**config.mk**
```make
export PLATFORM = sky130hd
export DESIGN_NAME = calc1_hold_ports
export DESIGN_NICKNAME = d
export VERILOG_FILES = /design/src/rtl/calc1_pkg.sv /design/src/rtl/calc1_hold_port.sv /design/src/rtl/calc1_hold_ports.sv
export SDC_FILE = /design/constraint.sdc
export NUM_CORES = 1
export LEC_CHECK = 0
export BUFFER_PORTS_ARGS = -buffer_cell sky130_fd_sc_hd__clkbuf_2
export CAP_MARGIN = 20
export CORE_AREA = 2 2 171 173
export DETAILED_ROUTE_END_ITERATION = 6
export DIE_AREA = 0 0 173 175
export GPL_TIMING_DRIVEN = 0
export MAX_ROUTING_LAYER = met4
export PLACE_DENSITY = 0.72
export SETUP_SLACK_MARGIN = 0.15
export SYNTH_ARGS = -nofsm -noshare
export SYNTH_HDL_FRONTEND = slang
export SYNTH_SLANG_ARGS = --single-unit
```
**constraint.sdc**
```tcl
create_clock -name c_clk -period 1.45 [get_ports c_clk]
set_input_delay 0 -clock c_clk [delete_from_list [all_inputs] [get_ports c_clk]]
set_output_delay 0 -clock c_clk [all_outputs]
set_load 0.05 [all_outputs]
```
**src/rtl/calc1_pkg.sv**
```systemverilog
// calc1_pkg
//   Shared definitions for the calc1 request path: operand width, command
//   codes, the legal-command check and the hold-port FSM state encoding.
package calc1_pkg;

    localparam int DATA_W = 32;

    localparam logic [3:0] CMD_NONE = 4'd0;
    localparam logic [3:0] CMD_ADD  = 4'd1;
    localparam logic [3:0] CMD_SUB  = 4'd2;
    localparam logic [3:0] CMD_SHL  = 4'd5;
    localparam logic [3:0] CMD_SHR  = 4'd6;

    typedef enum logic [2:0] {
        ST_IDLE  = 3'd0,
        ST_OP2   = 3'd1,
        ST_ISSUE = 3'd2,
        ST_INV   = 3'd3,
        ST_WAIT  = 3'd4
    } hold_state_t;

    // Only the four ALU operations are forwarded; everything else non-zero
    // is answered with an invalid-response pulse.
    function automatic logic is_legal_cmd(input logic [3:0] cmd);
        return (cmd == CMD_ADD) || (cmd == CMD_SUB) ||
               (cmd == CMD_SHL) || (cmd == CMD_SHR);
    endfunction

endpackage

```
**src/rtl/calc1_hold_port.sv**
```systemverilog
// calc1_hold_port
//   One requester port of the hold stage: captures command + two operands
//   on consecutive cycles, issues a one-cycle request code (or an invalid
//   pulse), then holds operands and busy until the response is delivered.
// Ports:
//   c_clk, reset  clock, async active-low reset
//   cmd_in        command, 0 = idle
//   data_in       operand bus (op1 with the command, op2 the cycle after)
//   done          response delivered (acted on only while waiting)
//   prio_req      request code, non-zero for exactly one cycle per command
//   data1, data2  captured operands, kept until the next capture
//   busy          command in flight
//   inv_resp      one-cycle pulse for an illegal command
//   overrun       sticky: a command arrived while busy
module calc1_hold_port #(
    parameter int DATA_W = calc1_pkg::DATA_W
) (
    input  logic              c_clk,
    input  logic              reset,
    input  logic [3:0]        cmd_in,
    input  logic [DATA_W-1:0] data_in,
    input  logic              done,
    output logic [3:0]        prio_req,
    output logic [DATA_W-1:0] data1,
    output logic [DATA_W-1:0] data2,
    output logic              busy,
    output logic              inv_resp,
    output logic              overrun
);
    import calc1_pkg::*;

    hold_state_t state;
    logic [3:0]  cmd_q;

    // All outputs are registered; busy is updated alongside every state
    // change so it always equals (state != ST_IDLE).
    always_ff @(posedge c_clk or negedge reset) begin
        if (!reset) begin
            state    <= ST_IDLE;
            cmd_q    <= CMD_NONE;
            prio_req <= CMD_NONE;
            data1    <= '0;
            data2    <= '0;
            busy     <= 1'b0;
            inv_resp <= 1'b0;
            overrun  <= 1'b0;
        end else begin
            prio_req <= CMD_NONE;
            inv_resp <= 1'b0;

            // Anything arriving outside IDLE is dropped, including the
            // cycle in which done releases WAIT.
            if (state != ST_IDLE && cmd_in != CMD_NONE)
                overrun <= 1'b1;

            case (state)
                ST_IDLE: begin
                    if (cmd_in != CMD_NONE) begin
                        cmd_q <= cmd_in;
                        data1 <= data_in;
                        busy  <= 1'b1;
                        state <= ST_OP2;
                    end
                end
                ST_OP2: begin
                    data2 <= data_in;
                    if (is_legal_cmd(cmd_q)) begin
                        prio_req <= cmd_q;   // visible only while in ISSUE
                        state    <= ST_ISSUE;
                    end else begin
                        inv_resp <= 1'b1;    // visible only while in INV
                        state    <= ST_INV;
                    end
                end
                ST_ISSUE: begin
                    state <= ST_WAIT;
                end
                ST_INV: begin
                    busy  <= 1'b0;
                    state <= ST_IDLE;
                end
                ST_WAIT: begin
                    if (done) begin
                        busy  <= 1'b0;
                        state <= ST_IDLE;
                    end
                end
                default: begin
                    busy  <= 1'b0;
                    state <= ST_IDLE;
                end
            endcase
        end
    end

endmodule

```
**src/rtl/calc1_hold_ports.sv**
```systemverilog
// calc1_hold_ports
//   Input holding stage of the calc1 request path: four independent
//   calc1_hold_port instances, flattened onto per-port holdN_* outputs.
// Ports (N = 1..4):
//   c_clk, reset                     clock, async active-low reset
//   reqN_cmd_in, reqN_data_in        command and operand bus of port N
//   holdN_done                       response delivered for port N
//   holdN_prio_req                   one-cycle request code to priority stage
//   holdN_data1, holdN_data2         captured operands for the ALUs
//   holdN_busy, holdN_inv_resp,
//   holdN_overrun                    per-port status flags
module calc1_hold_ports #(
    parameter int DATA_W = calc1_pkg::DATA_W,
    // Fixed: the priority stage decodes 2-bit request ids.
    parameter int PORTS  = 4
) (
    input  logic              c_clk,
    input  logic              reset,
    input  logic [3:0]        req1_cmd_in,
    input  logic [DATA_W-1:0] req1_data_in,
    input  logic [3:0]        req2_cmd_in,
    input  logic [DATA_W-1:0] req2_data_in,
    input  logic [3:0]        req3_cmd_in,
    input  logic [DATA_W-1:0] req3_data_in,
    input  logic [3:0]        req4_cmd_in,
    input  logic [DATA_W-1:0] req4_data_in,
    input  logic              hold1_done,
    input  logic              hold2_done,
    input  logic              hold3_done,
    input  logic              hold4_done,
    output logic [3:0]        hold1_prio_req,
    output logic [DATA_W-1:0] hold1_data1,
    output logic [DATA_W-1:0] hold1_data2,
    output logic              hold1_busy,
    output logic              hold1_inv_resp,
    output logic              hold1_overrun,
    output logic [3:0]        hold2_prio_req,
    output logic [DATA_W-1:0] hold2_data1,
    output logic [DATA_W-1:0] hold2_data2,
    output logic              hold2_busy,
    output logic              hold2_inv_resp,
    output logic              hold2_overrun,
    output logic [3:0]        hold3_prio_req,
    output logic [DATA_W-1:0] hold3_data1,
    output logic [DATA_W-1:0] hold3_data2,
    output logic              hold3_busy,
    output logic              hold3_inv_resp,
    output logic              hold3_overrun,
    output logic [3:0]        hold4_prio_req,
    output logic [DATA_W-1:0] hold4_data1,
    output logic [DATA_W-1:0] hold4_data2,
    output logic              hold4_busy,
    output logic              hold4_inv_resp,
    output logic              hold4_overrun
);

    logic [PORTS-1:0][3:0]        cmd;
    logic [PORTS-1:0][DATA_W-1:0] din;
    logic [PORTS-1:0]             done;
    logic [PORTS-1:0][3:0]        prio;
    logic [PORTS-1:0][DATA_W-1:0] d1;
    logic [PORTS-1:0][DATA_W-1:0] d2;
    logic [PORTS-1:0]             busy;
    logic [PORTS-1:0]             inv;
    logic [PORTS-1:0]             ovr;

    assign cmd  = {req4_cmd_in,  req3_cmd_in,  req2_cmd_in,  req1_cmd_in};
    assign din  = {req4_data_in, req3_data_in, req2_data_in, req1_data_in};
    assign done = {hold4_done,   hold3_done,   hold2_done,   hold1_done};

    for (genvar p = 0; p < PORTS; p++) begin : g_port
        calc1_hold_port #(.DATA_W(DATA_W)) u_port (
            .c_clk    (c_clk),
            .reset    (reset),
            .cmd_in   (cmd[p]),
            .data_in  (din[p]),
            .done     (done[p]),
            .prio_req (prio[p]),
            .data1    (d1[p]),
            .data2    (d2[p]),
            .busy     (busy[p]),
            .inv_resp (inv[p]),
            .overrun  (ovr[p])
        );
    end

    assign hold1_prio_req = prio[0];
    assign hold1_data1    = d1[0];
    assign hold1_data2    = d2[0];
    assign hold1_busy     = busy[0];
    assign hold1_inv_resp = inv[0];
    assign hold1_overrun  = ovr[0];

    assign hold2_prio_req = prio[1];
    assign hold2_data1    = d1[1];
    assign hold2_data2    = d2[1];
    assign hold2_busy     = busy[1];
    assign hold2_inv_resp = inv[1];
    assign hold2_overrun  = ovr[1];

    assign hold3_prio_req = prio[2];
    assign hold3_data1    = d1[2];
    assign hold3_data2    = d2[2];
    assign hold3_busy     = busy[2];
    assign hold3_inv_resp = inv[2];
    assign hold3_overrun  = ovr[2];

    assign hold4_prio_req = prio[3];
    assign hold4_data1    = d1[3];
    assign hold4_data2    = d2[3];
    assign hold4_busy     = busy[3];
    assign hold4_inv_resp = inv[3];
    assign hold4_overrun  = ovr[3];

endmodule

```
==> flow_summary_export.csv <==
group,metric,value,unit
status,status,"finished, violations left",
status,violations,"hold timing, setup timing",
sta,whs,-0.226,ns
sta,period_share,1.04,
logic_synthesis,ys_ff_latch,312,
layout,regArea,7820,um^2
critical_path,reg2regPathDepth,5,
layout,final_layout_size_suffix_gt1_frac,0.635,
critical_path,worstPathRequired,1.83,ns
clock_tree,clock_latency,0.50,ns
logic_synthesis,synthDistinctLibCells,33,
logic_synthesis,synth_top_cell_by_area,"dfrtp_1",
placed_design,placed_cells,1524,
sta,rsz0062_at_grt,"true",
logic_synthesis,synth_top_area_frac,0.657,
global_route,grt_pass1_vias,9512,
min_path,hp-class,"input port to flop",
critical_path,critPathCapture,"g_port[1].u_port.data1[12]",
sta,worst_clock_skew,0.0164,ns
die,die-area,30300,um^2
layout,final_cell_count_no_fill,1814,
routing,drc,0,
placed_design,gp_congestion,0.795,
critical_path,regToRegSetupSlack,-0.05,ns
critical_path,endpoint_kind,"flop",
layout,layout.nets,1555,
layout,final_util,0.679,
logic_synthesis,synthFlopType,"dfrtp_1",
routing,drt_pre_antenna_iters,4,
die,initial_utilization,0.419,
clock_tree,cts_root_buf,"clkbuf_16",
sta,fmax,661,MHz
sta,setup_ws,-0.0636,ns
routing,drtIter0Drc,441,
placed_design,place_area,15100,um^2
logic_synthesis,yosysSeqAreaShare,0.657,
die,row_count,62,
layout,n_fill_cell,1857,
sta,maxSlewHeadroom,0.613,
global_route,grt_usage,0.232,
critical_path,crit_start,"req2_cmd_in[1]",
placed_design,dp_hpwl,21.5,mm
routing,postRouteAntennaNets,0,
critical_path,r2r_end,"g_port[1].u_port.data1[16]",
logic_synthesis,synthTopCellsByCount,"dfrtp_1 (312), mux2_2 (176), mux2_1 (58), mux2_4 (28), nor2_1 (19)",
clock_tree,cts_tree,"done",
clock_tree,cts_sinks,312,
sta,final_max_slew_viol_count,0,
global_route,grt_pass1_wl,53.9,mm
die,io_pins,434,
die,core,28400,um^2
critical_path,crit_arrival,1.89,ns
sta,finalHoldViolCount,3,
routing,post_drt_via_cell_ratio,4.85,
logic_synthesis,synth_edf_count,0,
die,die_h,175,um
clock_tree,cts_made_buffers,36,
routing,vias,8805,
clock_tree,cts_htree_levels,2,
logic_synthesis,synth.most_common_cell,"dfrtp_1",
die,die_w,173,um
layout,multi_input_area,4570,um^2
logic_synthesis,syn-cell-area,11900,um^2
clock_tree,path_clk_slew,0.06,ns
sta,worst_slew_pin_slew,0.581,ns
run,maxCapViolCount,0,
clock_tree,clock_path_buffers,3,
global_route,grt-ovfl-total,0,
critical_path,path_max_fanout,10,
logic_synthesis,syn_inst,702,
global_route,grt_max_degree,108,
sta,setup_viol,128,
global_route,antenna_found_initial,0,
critical_path,crit_type,"input port to flop",
critical_path,worstReg2RegStart,"g_port[1].u_port.state[0]",
critical_path,crit_path_start_kind,"input port",
logic_synthesis,yosys-top-cells-area,"dfrtp_1 (66%), mux2_2 (17%), mux2_1 (5.5%), mux2_4 (3.5%), buf_12 (1.2%)",
routing,wl_per_cell,19.5,um
sta,post-route-min-period,1.51,ns
layout,syn2layout_area_growth,62.3,%
routing,routed_wl,35.4,mm
logic_synthesis,async_flop_share,1.00,
logic_synthesis,yosys_warnings,0,
logic_synthesis,avgSynthCellArea,16.9,um^2
placed_design,port_buffers,433,
layout,fin_area,19300,um^2
## flip-flops by register name, indices dropped and copies added (netlist names)
signal	cells
g_port.u_port.inv_resp	4
g_port.u_port.data1	128
g_port.u_port.prio_req	16
g_port.u_port.busy	4
g_port.u_port.cmd_q	16
g_port.u_port.overrun	4
g_port.u_port.state	12
g_port.u_port.data2	128
## metal layers
metal	vias up	wire length, um	GRT usage
li1	3897	-	-
met1	4482	13800	0.268
met2	352	18500	0.403
met3	74	2200	0.0550
met4	0	926	0.0678
met5	-	0	-
## cell type report
cell class                 instances  share of cell area
sequential                       312               0.405
timing repair buffer             662               0.246
multi-input combinational        361               0.237
clock buffer                      50              0.0536
tap                              384              0.0249
buffer                            24              0.0232
clock inverter                    12             0.00746
inverter                           8             0.00259
antenna                            1            0.000130
## repair_timing
| action | 4_1_cts | 5_1_grt |
|---|---|---|
| endpoints found under the setup margin | 287 | 501 |
| buffers inserted | 54 | 14 |
| pin swaps | 13 | 14 |
| hold endpoints to repair | 388 | 15 |
| cloned | 7 | 5 |
| resized for setup | 113 | 52 |
| hold buffers | 144 | 9 |
## worst max-delay path: stages
cell,delay (ns)
clkbuf_2,0.09
dlygate4sd3_1,0.57
or4_4,0.60
nand2_8,0.15
buf_12,0.16
mux2_4,0.31
## cells by family (layout without fill, tap and decap cells)
logic type | Yosys count | after routing | synth area share
buffers and inverters | 32 | 756 | 0.0277
AOI/OAI and AO/OA | 29 | 29 | 0.0185
muxes | 266 | 266 | 0.260
other | 1 | 5 | 0.000315
xor gates and xnor gates | 4 | 4 | 0.00295
and+or+nand+nor | 58 | 58 | 0.0336
DFF | 312 | 312 | 0.657
## stage by stage
stage,setup slack (ns),TNS [ns]
after global placement,-6.86,-1955.40
after CTS,-0.0170,-0.291
final,-0.0636,-4.55
after floorplan,-0.0657,-2.14
after global routing,-0.0926,-10.56
after detailed placement,-0.317,-26.02
## layout by cell type, fill, tap and decap left out, drive strengths merged, types with 3 or more instances in the layout
cell         instances
xnor2                4
a211o                3
mux2i                4
inv                  8
a21o                 4
a21oi                4
and3                12
and2                 3
or4                  4
o211a                3
mux2               262
nor3                 6
buf                102
dlygate4sd3        147
dfrtp              312
bufinv               3
conb                 4
nand2                9
nor2                19
o21ai                5
a22o                10
clkinv               7
clkbuf             487
## worst min path at each step
| stage | startpoint | end | slack, ns | depth (start not counted) |
|---|---|---|---|---|
| after floorplan | reset | g_port[0].u_port.busy | -0.30 | 0 |
| after global placement | req1_data_in[25] | g_port[0].u_port.data1[25] | 0.25 | 2 |
| after detailed placement | reset | g_port[1].u_port.data2[22] | 0.17 | 1 |
| after CTS | req1_cmd_in[1] | g_port[0].u_port.cmd_q[1] | -0.28 | 2 |
| after global routing | req4_cmd_in[1] | g_port[3].u_port.cmd_q[1] | -0.25 | 2 |
| final | req4_cmd_in[1] | g_port[3].u_port.cmd_q[1] | -0.23 | 2 |
Power is left out: the tool's default activity adds up to more than one toggle a clock period on the data nets, which glitch-free logic cannot reach.
